$ cat src/rtl/ahb_slave_mux.sv
`default_nettype none
// ============================================================================
// Module   : ahb_slave_mux
// Purpose  : AHB-Lite data-phase interconnect with default slave and
//            per-slave wait-state watchdog / quarantine.
// Revision : 1.0 - initial release
// ============================================================================
module ahb_slave_mux #(
    parameter int NSLV    = 8,
    parameter int DW      = 64,
    parameter int TIMEOUT = 255,
    parameter int TO_W    = 8
) (
    input  logic                 HCLK,
    input  logic                 reset,
    input  logic [1:0]           HTRANS,
    input  logic [NSLV-1:0]      HSELS,
    input  logic [NSLV-1:0]      HREADYOUTS,
    input  logic [NSLV-1:0]      HRESPS,
    input  logic [NSLV*DW-1:0]   HRDATAS,
    input  logic [NSLV-1:0]      HungClear,
    output logic [NSLV-1:0]      HSELOUT,
    output logic                 HREADY,
    output logic                 HRESP,
    output logic [DW-1:0]        HRDATA,
    output logic [NSLV-1:0]      Hung,
    output logic                 DecodeErr,
    output logic                 TimeoutErr
);

    localparam int c_SW = (NSLV > 1) ? $clog2(NSLV) : 1;

    localparam logic [1:0] S_IDLE  = 2'd0;
    localparam logic [1:0] S_SLAVE = 2'd1;
    localparam logic [1:0] S_ERR1  = 2'd2;
    localparam logic [1:0] S_ERR2  = 2'd3;

    logic [1:0]      r_state;
    logic [c_SW-1:0] r_dsel;
    logic [NSLV-1:0] r_hung;
    logic            r_decode_err;
    logic            r_timeout_err;

    logic            w_any;
    logic            w_multi;
    logic            w_onehot;
    logic [c_SW-1:0] w_sel_idx;
    logic            w_slv_rdy;
    logic            w_slv_resp;
    logic [DW-1:0]   w_slv_data;
    logic            w_expire;
    logic [1:0]      w_next_state;
    logic [c_SW-1:0] w_next_dsel;
    logic            w_decode;
    logic            w_timeout;
    logic [NSLV-1:0] w_hung_set;

    assign Hung       = r_hung;
    assign DecodeErr  = r_decode_err;
    assign TimeoutErr = r_timeout_err;

    // Address-phase qualification: a transfer reaches a slave only on a clean one-hot hit
    always_comb begin
        w_any     = 1'b0;
        w_multi   = 1'b0;
        w_sel_idx = '0;
        for (int i = 0; i < NSLV; i++) begin
            if (HSELS[i]) begin
                if (w_any) begin
                    w_multi = 1'b1;
                end
                w_any     = 1'b1;
                w_sel_idx = i[c_SW-1:0];
            end
        end
        w_onehot = w_any & ~w_multi;
        HSELOUT  = w_onehot ? (HSELS & ~r_hung) : '0;
    end

    always_comb begin
        w_slv_rdy  = 1'b0;
        w_slv_resp = 1'b0;
        w_slv_data = '0;
        for (int i = 0; i < NSLV; i++) begin
            if (r_dsel == i[c_SW-1:0]) begin
                w_slv_rdy  = HREADYOUTS[i];
                w_slv_resp = HRESPS[i];
                w_slv_data = HRDATAS[i*DW +: DW];
            end
        end
    end

    always_comb begin
        HREADY = 1'b1;
        HRESP  = 1'b0;
        HRDATA = '0;
        case (r_state)
            S_SLAVE: begin
                HREADY = w_slv_rdy;
                HRESP  = w_slv_resp;
                HRDATA = w_slv_data;
            end
            S_ERR1: begin
                HREADY = 1'b0;
                HRESP  = 1'b1;
            end
            S_ERR2: begin
                HRESP  = 1'b1;
            end
            default: begin
                HREADY = 1'b1;
            end
        endcase
    end

    generate
        if (TIMEOUT > 0) begin : g_wdog
            logic [TO_W-1:0] r_cnt;

            assign w_expire = (r_state == S_SLAVE) && !w_slv_rdy &&
                              (r_cnt == TO_W'(TIMEOUT));

            always_ff @(posedge HCLK or posedge reset) begin
                if (reset) begin
                    r_cnt <= '0;
                end else if ((r_state == S_SLAVE) && !w_slv_rdy && !w_expire) begin
                    r_cnt <= r_cnt + TO_W'(1);
                end else begin
                    r_cnt <= '0;
                end
            end
        end else begin : g_no_wdog
            assign w_expire = 1'b0;
        end
    endgenerate

    always_comb begin
        w_next_state = r_state;
        w_next_dsel  = r_dsel;
        w_decode     = 1'b0;
        w_timeout    = 1'b0;
        w_hung_set   = '0;
        case (r_state)
            S_ERR1: begin
                w_next_state = S_ERR2;
            end
            default: begin
                if ((r_state == S_SLAVE) && !w_slv_rdy) begin
                    // Stalled owner: hold unless the watchdog fires
                    if (w_expire) begin
                        w_next_state = S_ERR1;
                        w_timeout    = 1'b1;
                        for (int i = 0; i < NSLV; i++) begin
                            if (r_dsel == i[c_SW-1:0]) begin
                                w_hung_set[i] = 1'b1;
                            end
                        end
                    end
                end else if (HTRANS[1]) begin
                    if (|HSELOUT) begin
                        w_next_state = S_SLAVE;
                        w_next_dsel  = w_sel_idx;
                    end else begin
                        w_next_state = S_ERR1;
                        w_decode     = 1'b1;
                    end
                end else begin
                    w_next_state = S_IDLE;
                end
            end
        endcase
    end

    always_ff @(posedge HCLK or posedge reset) begin
        if (reset) begin
            r_state       <= S_IDLE;
            r_dsel        <= '0;
            r_hung        <= '0;
            r_decode_err  <= 1'b0;
            r_timeout_err <= 1'b0;
        end else begin
            r_state       <= w_next_state;
            r_dsel        <= w_next_dsel;
            r_hung        <= (r_hung & ~HungClear) | w_hung_set;
            r_decode_err  <= w_decode;
            r_timeout_err <= w_timeout;
        end
    end

endmodule
`default_nettype wire

$ cat config.mk
export PLATFORM = sky130hd
export DESIGN_NAME = ahb_slave_mux
export DESIGN_NICKNAME = d
export VERILOG_FILES = /design/src/rtl/ahb_slave_mux.sv
export SDC_FILE = /design/constraint.sdc
export NUM_CORES = 1
export LEC_CHECK = 0
export BUFFER_PORTS_ARGS = -buffer_cell sky130_fd_sc_hd__clkbuf_2
export CORE_AREA = 3 3 243 245
export DETAILED_ROUTE_END_ITERATION = 10
export DIE_AREA = 0 0 246 248
export GPL_ROUTABILITY_DRIVEN = 1
export GPL_TIMING_DRIVEN = 0
export HOLD_SLACK_MARGIN = 0.05
export RECOVER_POWER = 100
export SYNTH_ARGS = -nofsm -noshare
export SYNTH_HDL_FRONTEND = slang
export SYNTH_SLANG_ARGS = --single-unit
$ cat constraint.sdc
create_clock -name HCLK -period 2.2 [get_ports HCLK]
set_input_delay 0.11 -clock HCLK [delete_from_list [all_inputs] [get_ports HCLK]]
set_output_delay 0.11 -clock HCLK [all_outputs]
set_load 0.01 [all_outputs]
[After elaboration in Yosys (flattened, before gate mapping)]
Index checks and enable logic that the tools add are counted.
Storage, ports and cells
  bits of input ports: 548
  bits in registers: 23
  output and inout port bits: 84
Cells by class
  bitwise logic cells: 9
  mux-type cells: 81
  reduce and logical (&&, ||, !) cells: 9
  equality and inequality tests: 12
  add/sub/neg operators: 1
Operators with widths (count)
  64-bit two-way mux: 9
  1-bit two-way mux: 54
  8-bit two-way mux: 5
  3-bit two-way mux: 6
  8-bit bitwise AND: 2
  8-bit inverter: 2
  3-bit == test (second input constant): 4
  2-bit two-way mux: 5
  8-bit by 1-bit adder with 8-bit output (second input constant): 1
  8-bit == test (second input constant): 1
  8-bit bitwise OR: 1
  8-bit OR reduction: 1
  3-bit by 2-bit == test with 1-bit output (second input constant): 2
  2-bit == test (second input constant): 2
  1-bit one-hot mux with 2 select lines: 2
  4-bit AND reduction: 1
  3-bit by 1-bit == test with 1-bit output (second input constant): 1
  1-bit logical AND: 3
  3-bit logical NOT: 1
  3-bit by 2-bit != test with 1-bit output (second input constant): 1
  1-bit inverter: 3
  2-bit by 1-bit == test with 1-bit output (second input constant): 1
  1-bit logical NOT: 2
  2-bit OR reduction: 1
  1-bit bitwise AND: 1

[Depth between registers and ports, before layout]
Gate-level depths: netlist (run 1).
  depth in word-level cells: 23
  gate-level depth with buffers: 9

[Worst setup path before layout (run 1)]
Ideal clock, no wire load.
  kind: register to register
  start point: register r_dsel[1]
  end point: register r_dsel[1]
  clock period less this slack: 2.005 ns
  data arrival time: 1.879 ns
  stages on the path, launching flop included: 8
  path slack: 0.195 ns
  cell sequence: dfrtp_1 -> buf_6 -> nand2b_1 -> mux4_2 -> a21oi_4 -> nand2_2 -> a21oi_4 -> mux2_4
On the way
  longest elaborated chain between the ends: 13
  elaborated cells on any way between the ends: 20
  those cells by class: 7 x eq/ne; 8 x mux; 1 x bitwise; 4 x reduce/logical
Ends and longest elaborated chain
  from (decl): RTL line 39  | logic [c_SW-1:0] r_dsel;
  from (signal assigned): RTL line 183  | r_dsel <= w_next_dsel;
  3-bit logical NOT: RTL line 85  | if (r_dsel == i[c_SW-1:0]) begin
  1-bit two-way mux (7 in a row): RTL line 85
  1-bit two-way mux (*): RTL line 85
  1-bit logical NOT (*): RTL line 148  | if ((r_state == S_SLAVE) && !w_slv_rdy) begin
  1-bit logical AND (*): RTL line 148
  1-bit inverter (no source line) (*)
  4-bit AND reduction (no source line) (*)
Mark *: on every way between the ends. The rest lies on a longest branch, timed or not.
A chain may end at the register's enable or synchronous reset.

[Final worst setup path (run 1)]
  start point: register r_dsel[1]
  end point: output HRDATA[51]
On the way
  longest elaborated chain between the ends: 10
  elaborated cells on any way between the ends: 17
  those cells by class: 7 x eq/ne; 9 x mux; 1 x reduce/logical
Ends and longest elaborated chain
  3-bit logical NOT: RTL line 85
  64-bit two-way mux (7 in a row): RTL line 85
  64-bit two-way mux (*): RTL line 85
  64-bit two-way mux (*): RTL line 97  | case (r_state)
  to (decl): RTL line 25  | output logic [DW-1:0] HRDATA,
Marks and branches as above.

==> results, run 1 <==
- The flow ran to the end, but the final reports show violations.
- The final reports fail on setup timing.
- The count of buffers inserted at the top-level ports is 630.
- Pin placement for this block handled 632 I/O pins.
- The library cells used most frequently in the layout, excluding fill and tap cells, are sky130_fd_sc_hd__clkbuf_2, sky130_fd_sc_hd__nand2_1, sky130_fd_sc_hd__o21ai_0, sky130_fd_sc_hd__a221oi_2, sky130_fd_sc_hd__o22ai_1.
- The most used cell along the critical path is sky130_fd_sc_hd__buf_12.
- The slew of the pin with the lowest slew margin is 0.907 ns.
- TritonCTS built the clock tree.
- The number of hold violations in the final report was 0.
- In this run the clock root is driven by a sky130_fd_sc_hd__clkbuf_16.
- On the worst path, the slowest cell contributes a delay of 0.34 ns.
- On the critical path, the stage with the largest delay is an instance of sky130_fd_sc_hd__dfrtp_1.
- A synthesized cell averages 7.13 um2.
- The cell count after synthesis came out at 772.
- The initial utilization of the core area, before any placement, comes to 9.59%.
- The via count of the first global-routing pass is 10000.
- The number of DRC violations after detailed routing is 0.
- In this run the core area contains 88 standard-cell rows.
- Between clock sinks in the finished design, the worst skew comes to 0.00413 ns.
- Summing over every cut layer, the via total after detailed routing is 10200.
- The fill cell total of the finished layout is 6377.
- The vias per cell is 4.56.
- The routability congestion estimate is 0.971.
- Sorting the synthesized cells by area gives the leading types as sky130_fd_sc_hd__a221oi_1, sky130_fd_sc_hd__o22ai_1, sky130_fd_sc_hd__mux2_2, sky130_fd_sc_hd__dfrtp_1, sky130_fd_sc_hd__o21ai_0.
- The finished cells cover 12800 um2.
- The floorplan step set the die width to 246 um.
- The wire length reported by the detailed router is 56.2 mm.
- In the final layout, the share of cells above drive strength 1 is 70.9%.
- Once detail routing completed, the nets flagged for antenna violations numbered 0.
- The proportion of synthesized chip area in sequential cells is 10.5%.
- The maximum number of pins on one net before global-route repair is 24.
- The overall track demand over capacity in global routing is 16.6%.
- Traced cell by cell, the critical path runs through buf_6 -> buf_12 -> buf_12 -> nor2_4 -> buf_12 -> buf_12 -> buf_12 -> clkbuf_16 -> a221oi_4 -> a21boi_2 -> clkbuf_8.
- The endpoint kind of the worst setup timing path is a primary output.
- The share of flip-flops with an asynchronous set or reset after synthesis is 100%.
- Before antenna repair, the detailed router went through 5 iterations.
- The maximum vdd ir drop is 0.700 mV.
- Dividing total power by cell area gives a power density of 1010 nW/um2.
- sky130_fd_sc_hd__a221oi_1 takes more of the synthesized area than any other cell.
- The Yosys step of the flow raised 0 warnings.
- The final layout contains 2012 nets.
- The number of buffers on the longest clock path is 2.
- The die span in y is 248 um.
- The critical path is of the register to primary output type.
- The cell area after synthesis is 5500 um2.
- The worst hold margin is 0.0303 ns.
- Clock latency on the worst-skew pair, taken at its later pin, is 0.25 ns.
- The worst setup path is launched from a register.
- The number of nets in the synthesized netlist is 1321.
- The total congestion overflow is 0.
- From synthesis to final layout, the design area changed by 132%.
- The maximum clock frequency is 419 MHz.
- The count of endpoints failing setup in the final report is 64.
- STA puts the critical path data required time at 2.09 ns.
- Across all setup checks in the final design, the least slack found is -0.186 ns.
- The library cell used most frequently in the layout, excluding fill and tap cells, is sky130_fd_sc_hd__clkbuf_2.
- The total die area is 61000 um2.
- The number of different library cells used by synthesis comes to 55.
- The post-route clock period utilization is 108%.
- Setup repair after global routing could not meet its margin everywhere.
- The total area inside the core boundary comes to 57400 um2.
- The static power due to leakage is 5.70 nW.
- The synthesized design devotes to its leading area cell type 17.0% of total area.
- After clock tree synthesis, the clock-pin slew on the worst setup and hold paths is 0.06 ns.
- Dividing the detail-routed wire length by the instance count gives 25.1 um.
- Clock tree synthesis found a total of 23 sinks.
- The top fanout value on the critical path is 7.
- The number of CTS-inserted buffers is 3.
- The first global-routing pass estimated 72.2 mm of wire.
- At the worst endpoint, the arrival time is 2.28 ns.
- Max-cap violations in this run came to 0.
- The cell area after placement is 9640 um2.
- The number of pins exceeding their max-slew limit in the final report was 0.
- CTS built an H-tree with a depth of 1.
- The detailed placement HPWL is 43.2 mm.
- The most used flip-flop cell after synthesis is sky130_fd_sc_hd__dfrtp_1.
- The flip-flop and latch count after synthesis is 23.
- The iteration-0 DRC count of the detailed router is 595.
- The initial antenna violation count is 11.
- The worst hold-check path type is primary input to asynchronous set/reset pin.
- Measured against its own limit, the worst slew margin works out to 39.5%.
- The worst path in the final design needs a cycle of 2.39 ns, including I/O delays and setup.
- In this run, synthesis inferred 0 flip-flops with an integrated enable.
report_power, final:
group / internal (mW) / leakage (nW) / switching (mW)
Sequential: 0.472 / 0.304 / 0.0423
Combinational: 5.17 / 5.36 / 6.78
Clock: 0.244 / 0.0409 / 0.152
cell type report:
type | instances | area, um2 | share of cell area [%]
well taps | 765 | 957 | 7.50
diodes | 8 | 20.0 | 0.157
flip-flops and latches | 23 | 577 | 4.52
clock inverters | 1 | 5.00 | 0.0392
clock buffers | 3 | 75.1 | 0.588
repair buffers | 686 | 3890 | 30.5
plain buffers | 91 | 1050 | 8.21
multi-input cells | 643 | 6120 | 48.0
inverters | 15 | 72.6 | 0.568
flip-flops by register name, summed over array words and instances, names as in the netlist:
register / cells
g_wdog.r_cnt: 8
TimeoutErr: 1
Hung: 8
r_state: 2
DecodeErr: 1
r_dsel: 3
path summary, 6_finish.rpt:
| check | start | endpoint | slack (ns) | cells after the start |
|---|---|---|---|---|
| setup / recovery | r_dsel[1] | HRDATA[51] | -0.19 | 11 |
| hold / removal | reset | Hung[1] | 0.03 | 2 |
| setup reg to reg | r_dsel[1] | r_dsel[1] | -0.09 | 9 |
| hold reg to reg | g_wdog.r_cnt[0] | g_wdog.r_cnt[0] | 0.49 | 1 |
| max in group asynchronous | reset | r_dsel[2] | 1.55 | 2 |
| min in group HCLK | HungClear[1] | Hung[1] | 0.06 | 2 |
critical path, delay by kind of cell, from the launching register on:
kind            cells  cell delay, ns
buf+inv             8            1.18
compound gates      2            0.40
flops               1            0.34
simple gates        1            0.06
routing by layer:
layer	vias to the layer above	global-route usage, %	part of all wire [%]	wire length (um)
met5	-	0.874	0.18	102
met4	6	6.41	4.0	2270
met3	114	4.33	9.5	5360
met2	714	27.5	46	26000
met1	4816	20.4	40	22500
li1	4537	-	-	-
synth_stat cells (all sizes together), types with 3 or more instances:
| cell | n |
|---|---|
| nor2b | 5 |
| nand2 | 84 |
| a221oi | 108 |
| nand3 | 10 |
| dfrtp | 23 |
| xnor2 | 3 |
| clkbuf | 65 |
| o22ai | 119 |
| o21ai | 86 |
| a22oi | 10 |
| nand2b | 9 |
| a21oi | 6 |
| buf | 26 |
| a21boi | 53 |
| o32ai | 5 |
| xor2 | 3 |
| mux2i | 14 |
| inv | 14 |
| a31oi | 10 |
| mux4 | 3 |
| nor2 | 33 |
| mux2 | 56 |
logic make-up after synthesis:
group	share of synthesized area (%)
mux	15.3
compound gates	52.4
xor+xnor	0.955
buf+inv	7.98
flops	10.5
simple gates	12.7
fa+ha+maj	0.227
per-stage QoR:
stage	setup slack [ns]	util [%]	cells	power, mW	TNS, ns
floorplan	0.195	-	772	4.56	0
global placement	-2.04	16.8	2167	8.12	-80.00
detailed placement	-1.74	16.8	2169	8.13	-78.81
CTS	-0.196	20.7	2219	11.6	-7.95
global route	-0.262	22.2	2231	13.5	-11.10
finish	-0.186	22.3	2235	12.9	-5.56
repair_timing:
action,CTS,global route
buffers inserted,34,9
pin swaps,64,82
hold endpoints to repair,6,0
setup endpoints to repair,74,70
hold buffers,6,0
cloned,6,2
resized for setup,451,234
(Power assumes the default switching activity.)
==> inputs of run 2 (changes only) <==
HOLD_SLACK_MARGIN = 0.08   (was 0.05)
==> results, run 2 (synthesized netlist as in run 1, its figures left out) <==
- The number of nets in the layout is 2014 (+0.099%).
- The iteration-0 DRC count of the detailed router is 569 (-4.4%).
- The maximum number of pins on one net before global-route repair is 24 (unchanged).
- The static power due to leakage was 5.71 nW (+0.15%).
- The count of clock tree sinks came to 23 (unchanged).
- In the layout the commonest cells are sky130_fd_sc_hd__clkbuf_2, sky130_fd_sc_hd__nand2_1, sky130_fd_sc_hd__o21ai_0, sky130_fd_sc_hd__a221oi_2, sky130_fd_sc_hd__o22ai_1.
- The detailed placement HPWL is 43.2 mm (unchanged).
- The via count of the routed design is 10200 (+0.16%).
- The arrival time at the worst endpoint came to 2.27 ns (about the same).
- The final instance area is 12800 um2 (+0.16%).
- The number of nets with antenna violations after routing was 0 (unchanged).
- Setup repair after global routing could not meet its margin everywhere.
- The max-capacitance violation count came to 0 (unchanged).
- The initial antenna violation count is 11 (unchanged).
- The initial cell density of the core came to 9.59% (unchanged).
- The die span in y is 248 um (unchanged).
- The flow ran to the end, but the final reports show violations.
- The kind of critical path is register to primary output.
- The data required time at the worst endpoint is 2.09 ns (about the same).
- The clock latency at the later pin of the worst-skew pair was 0.25 ns (about the same).
- The checks that failed: setup timing.
- The top fanout value on the critical path came to 7 (unchanged).
- The core utilization of the finished layout is 22.3% (+0.035 points).
- The maximum vdd ir drop came to 0.703 mV (+0.49%).
- The power per unit of standard cell area is 1010 nW/um2 (-0.17%).
- The horizontal extent of the die is 246 um (unchanged).
- The fill cell total of the finished layout is 6375 (-0.031%).
- The count of buffers inserted at the top-level ports is 630 (unchanged).
- The via count of the first global-routing pass is 10000 (+0.14%).
- The critical path launch point type is a register.
- STA classifies the critical path endpoint as a primary output.
- The number of buffers on the longest clock path is 2 (unchanged).
- The first-pass GRT wire length is 72.2 mm (+0.11%).
- The smallest setup slack after layout came to -0.183 ns (+0.00289 ns).
- The worst hold-check path type is primary input to register.
- The relative slew slack is 38.7% (-0.79 points).
- The number of top-level pins is 632 (unchanged).
- The detailed-route wire length per cell is 25.2 um (+0.11%).
- The CTS H-tree depth was 1 (unchanged).
- The relative area change from synthesis to final layout is 132%.
- The total congestion overflow is 0 (unchanged).
- The total die area came to 61000 um2 (unchanged).
- The number of DRC violations after detailed routing is 0 (unchanged).
- The final setup skew was 0.00267 ns (-0.00145 ns).
- The wire length reported by the detailed router was 56.3 mm (+0.20%).
- Leaving out fill and tap cells, the most frequent cell in the layout is sky130_fd_sc_hd__clkbuf_2.
- The share of cells above drive strength 1 is 70.8% (-0.097 points).
- The accumulated negative setup slack is -5.44 ns (+0.118 ns).
- The number of detailed-routing iterations run before antenna repair is 5 (unchanged).
- The maximum clock frequency is 420 MHz (+0.12%).
- The overall track demand over capacity in global routing is 16.6% (about the same).
- The routability congestion estimate is 0.971 (unchanged).
- The CTS clock-pin slew for the worst setup and hold paths was 0.06 ns (about the same).
- The number of pins exceeding their max-slew limit in the final report came to 0 (unchanged).
- Clock tree synthesis selected as its root buffer the cell sky130_fd_sc_hd__clkbuf_16.
- The number of hold violations in the final report is 0 (unchanged).
- The count of endpoints failing setup in the final report is 65 (+1.6%).
- The row count is 88 (unchanged).
- The core box area is 57400 um2 (unchanged).
- The cell area after placement is 9640 um2 (unchanged).
- The post-route clock period utilization is 108% (-0.13 points).
- TritonCTS built the clock tree.
- The vias per cell was 4.56 (about the same).
- The final period demand of the worst path is 2.38 ns (-0.00289 ns).
- The overall power was 12.9 mW (about the same).
- The number of CTS-inserted buffers is 3 (unchanged).
- The slew of the pin with the lowest slew margin was 0.919 ns (+0.0119 ns).
[run 2: changes by cell type in the layout (fill, tap and decap cells not counted)]
cell,before,now
sky130_fd_sc_hd__dlygate4sd3_1,6,8
[run 2: final timing paths]
check,startpoint,endpoint,slack [ns],cells after the start
worst max-delay path,r_dsel[1],HRDATA[51],-0.18,11
worst min-delay path,HungClear[3],Hung[3],0.13,3
worst max register to register,r_dsel[1],r_dsel[1],-0.09,9
worst min register to register,g_wdog.r_cnt[0],g_wdog.r_cnt[0],0.49,1
max in group asynchronous,reset,r_dsel[2],0.98,3
min in group asynchronous,reset,Hung[1],0.60,3
[run 2: layer usage]
layer	wire length (um)	GRT usage, %	vias up
li1	-	-	4530
met1	22500	20.4	4812
met2	26000	27.5	736
met3	5480	4.33	119
met4	2250	6.39	6
met5	102	0.874	-
[run 2: final cells by class]
class / instances / area, um2 / share of cell area [%]
Antenna cell: 8 / 20.0 / 0.157
Buffer: 91 / 1050 / 8.20
Clock buffer: 3 / 75.1 / 0.587
Clock inverter: 1 / 5.00 / 0.0391
Inverter: 15 / 72.6 / 0.568
Multi-Input combinational cell: 643 / 6120 / 47.9
Sequential cell: 23 / 577 / 4.51
Tap cell: 765 / 957 / 7.49
Timing Repair Buffer: 688 / 3910 / 30.6
[run 2: stage by stage]
stage,hold slack (ns),instances,setup WS (ns)
finish,0.130,2237,-0.183
floorplan,0.112,772,0.195
global route,0.141,2233,-0.262
CTS,0.122,2221,-0.196
detailed placement,0.300,2169,-1.74
global placement,0.301,2167,-2.04
[run 2: power breakdown]
| part | internal [mW] | switching [mW] | total (mW) | leakage [nW] |
|---|---|---|---|---|
| Clock | 0.244 | 0.150 | 0.395 | 0.0409 |
| Sequential | 0.472 | 0.0424 | 0.514 | 0.304 |
| Combinational | 5.17 | 6.78 | 12.0 | 5.37 |
| Total | 5.89 | 6.97 | 12.9 | 5.71 |
[run 2: critical path, cell delays in order, from the launching register on]
cell	delay (ns)
sky130_fd_sc_hd__dfrtp_1	0.34
sky130_fd_sc_hd__buf_6	0.12
sky130_fd_sc_hd__buf_12	0.15
sky130_fd_sc_hd__buf_12	0.17
sky130_fd_sc_hd__nor2_4	0.06
sky130_fd_sc_hd__buf_12	0.13
sky130_fd_sc_hd__buf_12	0.13
sky130_fd_sc_hd__buf_12	0.14
sky130_fd_sc_hd__clkbuf_16	0.17
sky130_fd_sc_hd__a221oi_4	0.30
sky130_fd_sc_hd__a21boi_2	0.10
sky130_fd_sc_hd__clkbuf_8	0.17
[run 2: timing repair]
item	in CTS	in global routing
buffers inserted	34	9
gates cloned	6	2
pin swaps	64	82
endpoints found under the setup margin	74	70
endpoints found under the hold margin	30	0
resized for setup	451	234
hold buffers	8	0
